**src/rtl/bhv_resp_check_if.sv**
```systemverilog
// rtl/bhv_resp_check_if.sv - sample/result bundle between a stimulus source and the response checker
interface bhv_resp_check_if #(
   parameter int WIDTH = 8
);
   logic             start;
   logic             inValid;
   logic [WIDTH-1:0] inp;
   logic             busy;
   logic             done;
   logic             pass;
   logic             timeout;
   logic             mismatch;
   logic [15:0]      errCnt;
   logic [15:0]      firstErrIdx;

   modport master (
      output start, inValid, inp,
      input  busy, done, pass, timeout, mismatch, errCnt, firstErrIdx
   );

   modport slave (
      input  start, inValid, inp,
      output busy, done, pass, timeout, mismatch, errCnt, firstErrIdx
   );
endinterface

```
**src/rtl/bhv_resp_check.sv**
```systemverilog
// rtl/bhv_resp_check.sv - checks a sample stream against a Dirac, step or LFSR reference
module bhv_resp_check #(
   parameter int          TYPE     = 0,
   parameter int          WIDTH    = 8,
   parameter int          AMPL     = 0,
   parameter int          NEG_AMPL = 0,
   parameter int          LENGTH   = 100,
   parameter logic [31:0] SEED     = 32'h55555555,
   parameter logic [31:0] TAPS     = 32'b1000000100,
   parameter int          TIMEOUT  = 1000
) (
   input  logic            clk,
   input  logic            nGrst,
   input  logic            rst,
   input  logic            clkEn,
   bhv_resp_check_if.slave bus
);

   // Dirac needs room for both impulses; the other patterns run LENGTH past the 11-sample lead-in.
   localparam int               N_SAMP = (TYPE == 0) ? (11 + 2 * LENGTH) : (11 + LENGTH);
   localparam logic [15:0]      K_LAST = 16'(N_SAMP - 1);
   localparam logic [15:0]      K_NEG  = 16'(10 + LENGTH);
   localparam logic [31:0]      TO_L   = 32'(TIMEOUT);
   localparam logic [WIDTH-1:0] A_POS  = (AMPL != 0) ? {1'b0, {(WIDTH-1){1'b1}}} : WIDTH'(1);
   localparam logic [WIDTH-1:0] A_NEG  = WIDTH'(~A_POS + WIDTH'(1));

   typedef enum logic [1:0] {S_IDLE, S_RUN, S_DONE} state_t;

   state_t           r_state;
   state_t           w_state_nxt;
   logic             r_start_d;
   logic             r_start_pend;
   logic [15:0]      r_k;
   logic [15:0]      r_err_cnt;
   logic [15:0]      r_first_err;
   logic [31:0]      r_tcnt;
   logic [WIDTH-1:0] r_lfsr;
   logic [WIDTH-1:0] w_lfsr_nxt;
   logic [WIDTH-1:0] w_exp;
   logic             w_fb;
   logic             r_done;
   logic             r_pass;
   logic             r_timeout;
   logic             r_mismatch;
   logic             w_srst;
   logic             w_start_edge;
   logic             w_init;
   logic             w_accept;
   logic             w_last;
   logic             w_to_hit;
   logic             w_mis;

   assign w_srst       = rst & clkEn;
   assign w_start_edge = bus.start & ~r_start_d;
   assign w_mis        = w_accept & (bus.inp != w_exp);

   // Catch a start edge on any clk; it waits for an enabled cycle outside DONE to be consumed,
   // so a start seen during DONE takes effect in the following IDLE cycle.
   always_ff @(posedge clk or negedge nGrst) begin
      if (!nGrst) begin
         r_start_d    <= 1'b0;
         r_start_pend <= 1'b0;
      end else begin
         r_start_d <= bus.start;
         if (w_srst)
            r_start_pend <= 1'b0;
         else if (w_start_edge)
            r_start_pend <= 1'b1;
         else if (clkEn && (r_state != S_DONE))
            r_start_pend <= 1'b0;
      end
   end

   // Reference LFSR step: feedback also injects a 1 when the low bits are all zero.
   always_comb begin
      w_lfsr_nxt    = '0;
      w_fb          = r_lfsr[WIDTH-1] ^ ~(|r_lfsr[WIDTH-2:0]);
      w_lfsr_nxt[0] = w_fb;
      for (int n = 1; n < WIDTH; n++)
         w_lfsr_nxt[n] = r_lfsr[n-1] ^ (TAPS[n-1] & w_fb);
   end

   // Expected sample for the current index.
   always_comb begin
      w_exp = '0;
      if (TYPE == 0) begin
         if (r_k == 16'd10)
            w_exp = A_POS;
         else if (r_k == K_NEG)
            w_exp = A_NEG;
      end else if (TYPE == 1) begin
         w_exp = (NEG_AMPL != 0) ? A_NEG : A_POS;
      end else begin
         w_exp = r_lfsr;
      end
   end

   // State register.
   always_ff @(posedge clk or negedge nGrst) begin
      if (!nGrst)
         r_state <= S_IDLE;
      else if (w_srst)
         r_state <= S_IDLE;
      else
         r_state <= w_state_nxt;
   end

   // Next state and per-cycle strobes; a pending start in RUN wins over a sample.
   always_comb begin
      w_state_nxt = r_state;
      w_init      = 1'b0;
      w_accept    = 1'b0;
      w_last      = 1'b0;
      w_to_hit    = 1'b0;
      case (r_state)
         S_IDLE: begin
            if (clkEn && r_start_pend) begin
               w_state_nxt = S_RUN;
               w_init      = 1'b1;
            end
         end
         S_RUN: begin
            if (clkEn) begin
               if (r_start_pend) begin
                  w_init = 1'b1;
               end else if (bus.inValid) begin
                  w_accept = 1'b1;
                  if (r_k == K_LAST) begin
                     w_last      = 1'b1;
                     w_state_nxt = S_DONE;
                  end
               end else if ((r_tcnt + 32'd1) >= TO_L) begin
                  w_to_hit    = 1'b1;
                  w_state_nxt = S_DONE;
               end
            end
         end
         S_DONE: begin
            if (clkEn)
               w_state_nxt = S_IDLE;
         end
         default: w_state_nxt = S_IDLE;
      endcase
   end

   // Check datapath: index, error statistics, timeout counter and result flags.
   always_ff @(posedge clk or negedge nGrst) begin
      if (!nGrst) begin
         r_k         <= '0;
         r_err_cnt   <= '0;
         r_first_err <= 16'hFFFF;
         r_tcnt      <= '0;
         r_lfsr      <= SEED[WIDTH-1:0];
         r_done      <= 1'b0;
         r_pass      <= 1'b0;
         r_timeout   <= 1'b0;
         r_mismatch  <= 1'b0;
      end else if (w_srst) begin
         r_k         <= '0;
         r_err_cnt   <= '0;
         r_first_err <= 16'hFFFF;
         r_tcnt      <= '0;
         r_lfsr      <= SEED[WIDTH-1:0];
         r_done      <= 1'b0;
         r_pass      <= 1'b0;
         r_timeout   <= 1'b0;
         r_mismatch  <= 1'b0;
      end else begin
         r_mismatch <= w_mis;
         r_done     <= w_last | w_to_hit;
         if (w_init) begin
            r_k         <= '0;
            r_err_cnt   <= '0;
            r_first_err <= 16'hFFFF;
            r_tcnt      <= '0;
            r_lfsr      <= SEED[WIDTH-1:0];
            r_pass      <= 1'b0;
            r_timeout   <= 1'b0;
         end else if (w_accept) begin
            r_k    <= r_k + 16'd1;
            r_tcnt <= '0;
            r_lfsr <= w_lfsr_nxt;
            if (w_mis) begin
               if (r_err_cnt != 16'hFFFF)
                  r_err_cnt <= r_err_cnt + 16'd1;
               if (r_first_err == 16'hFFFF)
                  r_first_err <= r_k;
            end
            if (w_last)
               r_pass <= (r_err_cnt == 16'd0) && !w_mis;
         end else if ((r_state == S_RUN) && clkEn) begin
            r_tcnt <= r_tcnt + 32'd1;
            if (w_to_hit) begin
               r_timeout <= 1'b1;
               r_pass    <= 1'b0;
            end
         end
      end
   end

   assign bus.busy        = (r_state == S_RUN);
   assign bus.done        = r_done;
   assign bus.pass        = r_pass;
   assign bus.timeout     = r_timeout;
   assign bus.mismatch    = r_mismatch;
   assign bus.errCnt      = r_err_cnt;
   assign bus.firstErrIdx = r_first_err;

endmodule

```
**src/flat_wrapper.sv**
```systemverilog
// flat-port wrapper written by rule: the top's interface ports become plain ports
module bhv_resp_check_flat 
#(
   parameter int          TYPE     = 0,
   parameter int          WIDTH    = 8,
   parameter int          AMPL     = 0,
   parameter int          NEG_AMPL = 0,
   parameter int          LENGTH   = 100,
   parameter logic [31:0] SEED     = 32'h55555555,
   parameter logic [31:0] TAPS     = 32'b1000000100,
   parameter int          TIMEOUT  = 1000
)
  (clk, nGrst, rst, clkEn, bus_start, bus_inValid, bus_inp, bus_busy, bus_done, bus_pass, bus_timeout, bus_mismatch, bus_errCnt, bus_firstErrIdx);
  bhv_resp_check_if #(.WIDTH(WIDTH)) bus_i ();
  input  logic clk;
  input  logic nGrst;
  input  logic rst;
  input  logic clkEn;
  input wire logic [$bits(bus_i.start)-1:0] bus_start;
  input wire logic [$bits(bus_i.inValid)-1:0] bus_inValid;
  input wire logic [$bits(bus_i.inp)-1:0] bus_inp;
  output wire logic [$bits(bus_i.busy)-1:0] bus_busy;
  output wire logic [$bits(bus_i.done)-1:0] bus_done;
  output wire logic [$bits(bus_i.pass)-1:0] bus_pass;
  output wire logic [$bits(bus_i.timeout)-1:0] bus_timeout;
  output wire logic [$bits(bus_i.mismatch)-1:0] bus_mismatch;
  output wire logic [$bits(bus_i.errCnt)-1:0] bus_errCnt;
  output wire logic [$bits(bus_i.firstErrIdx)-1:0] bus_firstErrIdx;
  assign bus_i.start = bus_start;
  assign bus_i.inValid = bus_inValid;
  assign bus_i.inp = bus_inp;
  assign bus_busy = bus_i.busy;
  assign bus_done = bus_i.done;
  assign bus_pass = bus_i.pass;
  assign bus_timeout = bus_i.timeout;
  assign bus_mismatch = bus_i.mismatch;
  assign bus_errCnt = bus_i.errCnt;
  assign bus_firstErrIdx = bus_i.firstErrIdx;
  bhv_resp_check #(.TYPE(TYPE), .WIDTH(WIDTH), .AMPL(AMPL), .NEG_AMPL(NEG_AMPL), .LENGTH(LENGTH), .SEED(SEED), .TAPS(TAPS), .TIMEOUT(TIMEOUT)) u_core (.clk(clk), .nGrst(nGrst), .rst(rst), .clkEn(clkEn), .bus(bus_i));
endmodule
```
**config.mk**
```make
export PLATFORM = sky130hd
export DESIGN_NAME = bhv_resp_check_flat
export DESIGN_NICKNAME = d
export VERILOG_FILES = /design/src/rtl/bhv_resp_check_if.sv /design/src/rtl/bhv_resp_check.sv /design/src/flat_wrapper.sv
export SDC_FILE = /design/constraint.sdc
export NUM_CORES = 1
export LEC_CHECK = 0
export BUFFER_PORTS_ARGS = -buffer_cell sky130_fd_sc_hd__buf_2
export CAP_MARGIN = 20
export CORE_MARGIN = 1.5
export CORE_UTILIZATION = 50
export CTS_CLUSTER_SIZE = 24
export DETAILED_ROUTE_END_ITERATION = 12
export PLACE_DENSITY = 0.78
export RECOVER_POWER = 25
export SETUP_SLACK_MARGIN = 0.5
export SLEW_MARGIN = 0
export SYNTH_ARGS = -nofsm -noshare
export SYNTH_HDL_FRONTEND = slang
export SYNTH_SLANG_ARGS = --single-unit
```
**constraint.sdc**
```tcl
create_clock -name clk -period 5.1 [get_ports clk]
set_clock_uncertainty 0.2 [all_clocks]
set_input_delay 0.51 -clock clk [delete_from_list [all_inputs] [get_ports clk]]
set_output_delay 0.51 -clock clk [all_outputs]
set_load 0.01 [all_outputs]
```
==> out/qor.txt, run 1 <==
Outcome: finished with violations
Failing checks: max-capacitance violations, max-slew violations
Pwr dens: 290 nW/um^2
Final setup vio count: 0
Worst-margin pin slew: 1640 ps
Number of fill cells: 873
Port buffer count: 50
Clock Tree Buf Depth: 2
Yosys reg bits: 88
Commonest non-fill, non-tap cell in the layout: dfrtp_1
Flop-to-flop setup slack: 1920 ps
Worst path max stage delay: 570 ps
Vias per inst: 6.09
Cell Area, Synth: 5140 um^2
Synth cell types: 63
Core area: 9860 um^2
FMAX: 315 MHz
Chip Width: 104 um
Largest net degree at the start of global routing: 58
Initial DRT Pass Iterations: 6
WHS Path Cells: 1
Seq/Total Area, Yosys: 0.433
Post-synth EDFFs: 0
Syn_area_per_cell: 8.75 um^2
Post-CTS Hold Fix Bufs: 1
DR iter-0 viols: 379
Crit share post-route: 0.623
YS warnings: 0
First-pass GRT wire length: 20900 um
Final GP Congestion: 0.914
Die Y: 104 um
Endpoints failing hold: 0
Arr. time, crit path: 3240 ps
Clock sinks: 88
Setup crit end kind: register
Number of global-route vias before repair: 4306
Via count: 4613
Worst-path cell chain: nand4_1 -> or2_1 -> nor4_1 -> mux2i_1 -> nand3_1 -> nor4_2 -> a21oi_2 -> o32ai_2
CP Class: register to register
Top FF cell, synth: dfrtp_1
Slew margin rel.: -0.0915
Critical Path Slowest Stage Cell: nor4_1
Max Slew Vio Count: 33
Initial antenna violation count: 0
Setup_tns: 0 ps
Startpoint Class: register
Net count after synthesis: 606
Clock transition at path regs: 100 ps
Final global-route overflow total: 0
DIE AREA: 10900 um^2
Final Net Count: 639
Starting Density: 0.521
IO Count: 51
Most frequent cells in the layout: 72 x dfrtp_1, 64 x nor2_1, 53 x o21ai_0, 51 x nand2_1, 35 x nand4_1
Worst vdd ir: 0.175 mV
Hold Crit Class: input port to register
Synthesized netlist cell count: 587
DR DRC count: 0
Lkg Pwr: 2.32 nW
Max-cap viol count: 1
CTS H-tree lvls: 3
Layout cell share with drive strength beyond 1: 0.133
WL/cell: 16.3 um
Crit Path Max Fanout: 10
Ys async rst share: 1.00
WL final: 12400 um
CTS resizes: 0
CTS Buf Count: 9
GRT Resource Usage Total: 0.232
Post-CTS Setup Bufs: 0
Area delta synth->final: 10.6%
Diodes inserted: 0
RSZ-0062 raised after global routing: no
Cells on worst reg2reg path: 8
Final Util: 0.576
Post-route minimum period: 3180 ps
HP Start: bus_start
CTS Root Cell: clkbuf_8
Clk_lat worst skew: 360 ps
R2R Path End: u_core.r_state[0]
DP HPWL: 8530 um
FF-to-FF Start: u_core.r_tcnt[16]
Final ANT Viol Nets: 0
Min-Delay Endpoint: u_core.r_start_d
TritonCTS clock tree: yes
FP Rows: 36
Critical Path RT: 5160 ps
metrics by stage:
stage	std cells	instance area (um^2)	total power, mW	setup WS (ps)	hold slack (ps)
after global routing	758	5680	1.73	1580	81.2
after floorplan	587	5140	1.02	2230	14.4
after global placement	740	5460	1.13	2070	259
after CTS	758	5710	1.67	1930	74.4
final	758	5680	1.65	1920	90.0
after detailed placement	741	5490	1.15	1960	262
per-layer routing:
metal / vias to the layer above / share of wire / global-route usage
li1: 2228 / - / -
met1: 2240 / 0.46 / 0.325
met3: 16 / 0.048 / 0.0338
met2: 129 / 0.47 / 0.373
met4: 0 / 0.016 / 0.0685
met5: - / 0 / 0
flip-flops by register name (all words and copies together), names as in the netlist, 2 cells and up:
signal,count
u_core.r_k,16
u_core.r_state,2
u_core.r_tcnt,32
u_core.bus.errCnt,16
u_core.bus.firstErrIdx,16
power by group:
part | switching [mW] | internal [mW]
Combinational | 0.175 | 0.128
Sequential | 0.0476 | 0.782
Clock | 0.280 | 0.237
layout make-up:
class	instances	area (um^2)	share of cell area
multi-input cells	452	2740	0.482
flip-flops and latches	88	2220	0.391
repair buffers	58	307	0.0540
well taps	133	166	0.0293
clock buffers	9	124	0.0218
clock inverters	7	85.1	0.0150
inverters	11	41.3	0.00727
worst max-delay path by stage:
stage / cells after the start / slack (ps) / startpoint / endpoint
after global routing: 9 / 1580 / u_core.r_tcnt[0] / u_core.r_state[0]
after floorplan: 11 / 2230 / u_core.r_tcnt[0] / u_core.r_state[0]
after CTS: 9 / 1930 / u_core.r_tcnt[0] / u_core.r_state[0]
after detailed placement: 9 / 1960 / u_core.r_tcnt[0] / u_core.r_state[0]
after global placement: 9 / 2070 / u_core.r_tcnt[0] / u_core.r_state[1]
final: 8 / 1920 / u_core.r_tcnt[16] / u_core.r_state[0]
cells in the mapped netlist, types with 2 or more instances:
cell type  instances  share of area
dfrtp_1           72           0.35
ha_1               5          0.012
nor3_1            11          0.011
o41ai_1            2         0.0034
nand4_1           35          0.043
nor2b_1            4         0.0049
o21a_1             4         0.0058
nand2b_1           2         0.0024
buf_2              3         0.0029
xor2_1            26          0.044
a21oi_1           23          0.022
clkbuf_1          32          0.023
dfstp_2           16          0.082
a22o_1             2         0.0034
or3_1              8         0.0097
nor3b_1            3         0.0044
and4_1             5         0.0085
nand2_1           51          0.037
xnor2_1            5         0.0085
nor4_1            12          0.015
nor4_2             2         0.0049
nand4b_1           3         0.0051
o31ai_1           10          0.015
mux2i_1            5         0.0097
o22a_1            16          0.027
nand3_1           30          0.029
a21o_1             2         0.0029
inv_1             11         0.0080
nor2_1            64          0.047
o21ai_0           53          0.052
a31oi_1            6         0.0073
or4_1              5         0.0073
o311ai_0           2         0.0034
and2_1             7         0.0085
nand3b_1           3         0.0044
and3_1            20          0.024
kinds of logic after synthesis:
group | share of synthesized area
mux | 0.0119
buf+inv | 0.0365
simple gates | 0.283
flops | 0.433
xor+xnor | 0.0528
compound gates | 0.171
fa+ha+maj | 0.0122
worst max-delay path: cells and delay by family, from the launching register on:
kind / cells / cell delay, ps
flops: 1 / 540
simple gates: 5 / 1690
mux: 1 / 270
compound gates: 2 / 390
(Power assumes the default switching activity.)
==> run 2: changes to the inputs <==
--- a/config.mk
+++ b/config.mk
@@ -5,13 +5,14 @@
 export SDC_FILE = /design/constraint.sdc
 export NUM_CORES = 1
 export LEC_CHECK = 0
+export ABC_AREA = 1
 export BUFFER_PORTS_ARGS = -buffer_cell sky130_fd_sc_hd__buf_2
 export CAP_MARGIN = 20
 export CORE_MARGIN = 1.5
 export CORE_UTILIZATION = 50
 export CTS_CLUSTER_SIZE = 24
 export DETAILED_ROUTE_END_ITERATION = 12
-export PLACE_DENSITY = 0.78
+export PLACE_DENSITY = 0.81
 export RECOVER_POWER = 25
 export SETUP_SLACK_MARGIN = 0.5
 export SLEW_MARGIN = 0
==> constraint.sdc (replaced) <==
create_clock -name clk -period 2.6 [get_ports clk]
set_clock_uncertainty 0.2 [all_clocks]
set_input_delay 0.26 -clock clk [delete_from_list [all_inputs] [get_ports clk]]
set_output_delay 0.26 -clock clk [all_outputs]
set_load 0.01 [all_outputs]
==> out/qor.txt, run 2 <==
Outcome: finished clean
Tot Pwr: 4.03 mW
Most frequent cells in the layout: 168 x nand2_1, 80 x inv_1, 67 x dfrtp_1, 58 x buf_4, 49 x nor2_1
Clk_lat worst skew: 380 ps
Lkg Pwr: 3.16 nW
End point of the critical path: u_core.bus.errCnt[2]
Top FF cell, synth: dfrtp_1
Flop-to-flop setup slack: 200 ps
Most frequent cells after synthesis: 202 x nand2_1, 92 x inv_1, 74 x nor2_1
Initial DRT Pass Iterations: 6
Critical Path RT: 2700 ps
R2R Path End: u_core.bus.errCnt[2]
Worst-path cell chain: inv_2 -> nand3_2 -> nor3_4 -> buf_4 -> nand3b_1 -> nand2_2 -> nand2_1 -> nor3b_4 -> nand2_2 -> nand3_4 -> buf_4 -> nand2_8 -> nand2_2 -> a21oi_2
Net count after synthesis: 749
Hold Crit Class: input port to register
GRT Resource Usage Total: 0.270
Clock transition at path regs: 100 ps
Cells on worst reg2reg path: 14
Adder-cell share of the synthesized area: 0.0119
Via count: 5690
Mux share of post-synthesis cell area: 0
Comb power frac: 0.321
Internal: 2.54 mW
Cell Area, Synth: 5270 um^2
Pwr dens: 573 nW/um^2
CP delay by family, top: simple AND/OR/NAND/NOR gates
Clock Tree Buf Depth: 2
Layout cell share with drive strength beyond 1: 0.355
Chip Width: 106 um
Synth cell types: 39
DP HPWL: 9210 um
Critical Path Slowest Stage Cell: dfrtp_1
Setup_tns: 0 ps
DIE AREA: 11200 um^2
Fin Hold WS: 105 ps
RSZ-0062 raised after global routing: yes
Clock power share: 0.234
FF-to-FF Start: u_core.r_k[14]
Final setup vio count: 0
Reg area: 2230 um^2
Worst setup margin: 199 ps
FP Rows: 37
Max-cap viol count: 0
Starting Density: 0.513
Worst-margin pin slew: 1300 ps
Largest register FFs: 32
First-pass GRT wire length: 24200 um
Ys async rst share: 1.00
Ranking of synthesized cells by area: dfrtp_1 34%, nand2_1 14%, dfstp_2 8.0%
Final GP Congestion: 0.924
FMAX: 417 MHz
Initial antenna violation count: 0
TritonCTS clock tree: yes
CP Depth: 14
Endpoints failing hold: 0
Crit Path Max Fanout: 8
XOR/XNOR Fraction of Synth Area: 0.0349
Critical path buffers and inverters: 3
HP Start: bus_inValid
Switching Fraction: 0.371
Final Net Count: 870
Yosys reg bits: 88
Sequential Power Share: 0.446
Worst path max stage delay: 430 ps
Slew margin rel.: 0.135
Vias per inst: 5.74
CTS Buf Count: 9
Multi-input logic area: 3210 um^2
Clock sinks: 88
WL/cell: 16.3 um
YS warnings: 0
Worst vdd ir: 0.548 mV
Max Slew Vio Count: 0
WL final: 16100 um
Post-route minimum period: 2400 ps
Area fraction in compound gates after synthesis: 0.0942
Worst Setup SP: u_core.r_k[14]
DR DRC count: 0
Largest reg by FF count: u_core.r_tcnt
Number of fill cells: 748
Commonest non-fill, non-tap cell in the layout: nand2_1
Setup crit end kind: register
Largest net degree at the start of global routing: 51
Area delta synth->final: 33.5%
Startpoint Class: register
Crit share post-route: 0.923
IO Count: 51
Net switching power: 1.50 mW
Port buffer count: 50
Final ANT Viol Nets: 0
Synthesized netlist cell count: 730
Final global-route overflow total: 0
CTS H-tree lvls: 3
Syn_area_per_cell: 7.22 um^2
Post-synthesis simple-gate area fraction: 0.352
Diodes inserted: 0
Most frequent cell after synthesis: nand2_1
Die Y: 106 um
Core area: 10300 um^2
CP Class: register to register
Largest family of logic cells by synthesized area: simple AND/OR/NAND/NOR gates
Place WS: -22.4 ps
Arr. time, crit path: 2500 ps
CTS Root Cell: clkbuf_8
DR iter-0 viols: 479
Synth top area share: 0.342
Number of global-route vias before repair: 5323
Leading area contributor after synthesis: dfrtp_1
Post-synth EDFFs: 0
CP most frequent cell: nand2_2
Seq/Total Area, Yosys: 0.422
## run 2: changes by cell type after synthesis, sizes merged, moves of 16 or more
cell | previous run | this run
a21oi | 24 | 8
nand4 | 36 | 19
nor2 | 64 | 86
inv | 11 | 95
o22a | 16 | 0
clkbuf | 32 | 5
nand3 | 31 | 58
nand2 | 51 | 210
and3 | 20 | 1
## run 2: per-stage QoR
step,cell area [um^2],std cells,utilization
after global placement,5680,908,0.553
after CTS,6420,962,0.625
after global routing,7040,992,0.685
final,7040,992,0.685
after detailed placement,5680,908,0.553
after floorplan,5280,730,-
## run 2: cell type report
type / instances / share of cell area
Sequential cell: 88 / 0.317
Clock buffer: 10 / 0.0196
Clock inverter: 6 / 0.00729
Timing Repair Buffer: 122 / 0.124
Tap cell: 136 / 0.0242
Multi-Input combinational cell: 534 / 0.457
Inverter: 96 / 0.0517
## run 2: how the worst min path moves through the flow
stage / end / slack (ps) / cells past startpoint
after floorplan: u_core.bus.done / -240 / 0
after global placement: u_core.r_tcnt[9] / 120 / 1
after detailed placement: u_core.r_tcnt[9] / 130 / 1
after CTS: u_core.bus.timeout / 80 / 4
after global routing: u_core.bus.timeout / 120 / 4
final: u_core.bus.timeout / 110 / 4
## run 2: logic make-up after synthesis
group,count (synthesis)
AOI/OAI and AO/OA,91
buffers and inverters,111
DFF,88
adders and majority gates,5
xor gates and xnor gates,21
and+or+nand+nor,414
## run 2: metal layers
metal,share of wire,global-route usage
met5,0,0
met4,0.036,0.150
met3,0.071,0.0402
met2,0.50,0.446
met1,0.39,0.340
## run 2: power groups by stage
stage / Clock (mW) / Combinational, mW / Sequential (mW)
floorplan: 0 / 0.511 / 1.82
global placement: 0 / 0.873 / 1.78
detailed placement: 0 / 0.897 / 1.78
CTS: 0.943 / 1.05 / 1.76
global route: 1.00 / 1.40 / 1.82
finish: 0.944 / 1.29 / 1.80
## run 2: timing repair
item	in CTS	in global routing
hold buffers	3	0
gates cloned	3	1
pin swaps	20	32
gates resized for setup	65	127
hold endpoints to repair	36	0
setup endpoints to repair	55	76
setup buffers	32	29
## run 2: worst register-to-register path, cell delays in order, from the launching register on
cell,delay [ps]
dfrtp_1,430
inv_2,110
nand3_2,90
nor3_4,190
buf_4,140
nand3b_1,120
nand2_2,120
nand2_1,60
nor3b_4,150
nand2_2,140
nand3_4,110
buf_4,170
nand2_8,110
nand2_2,70
a21oi_2,110
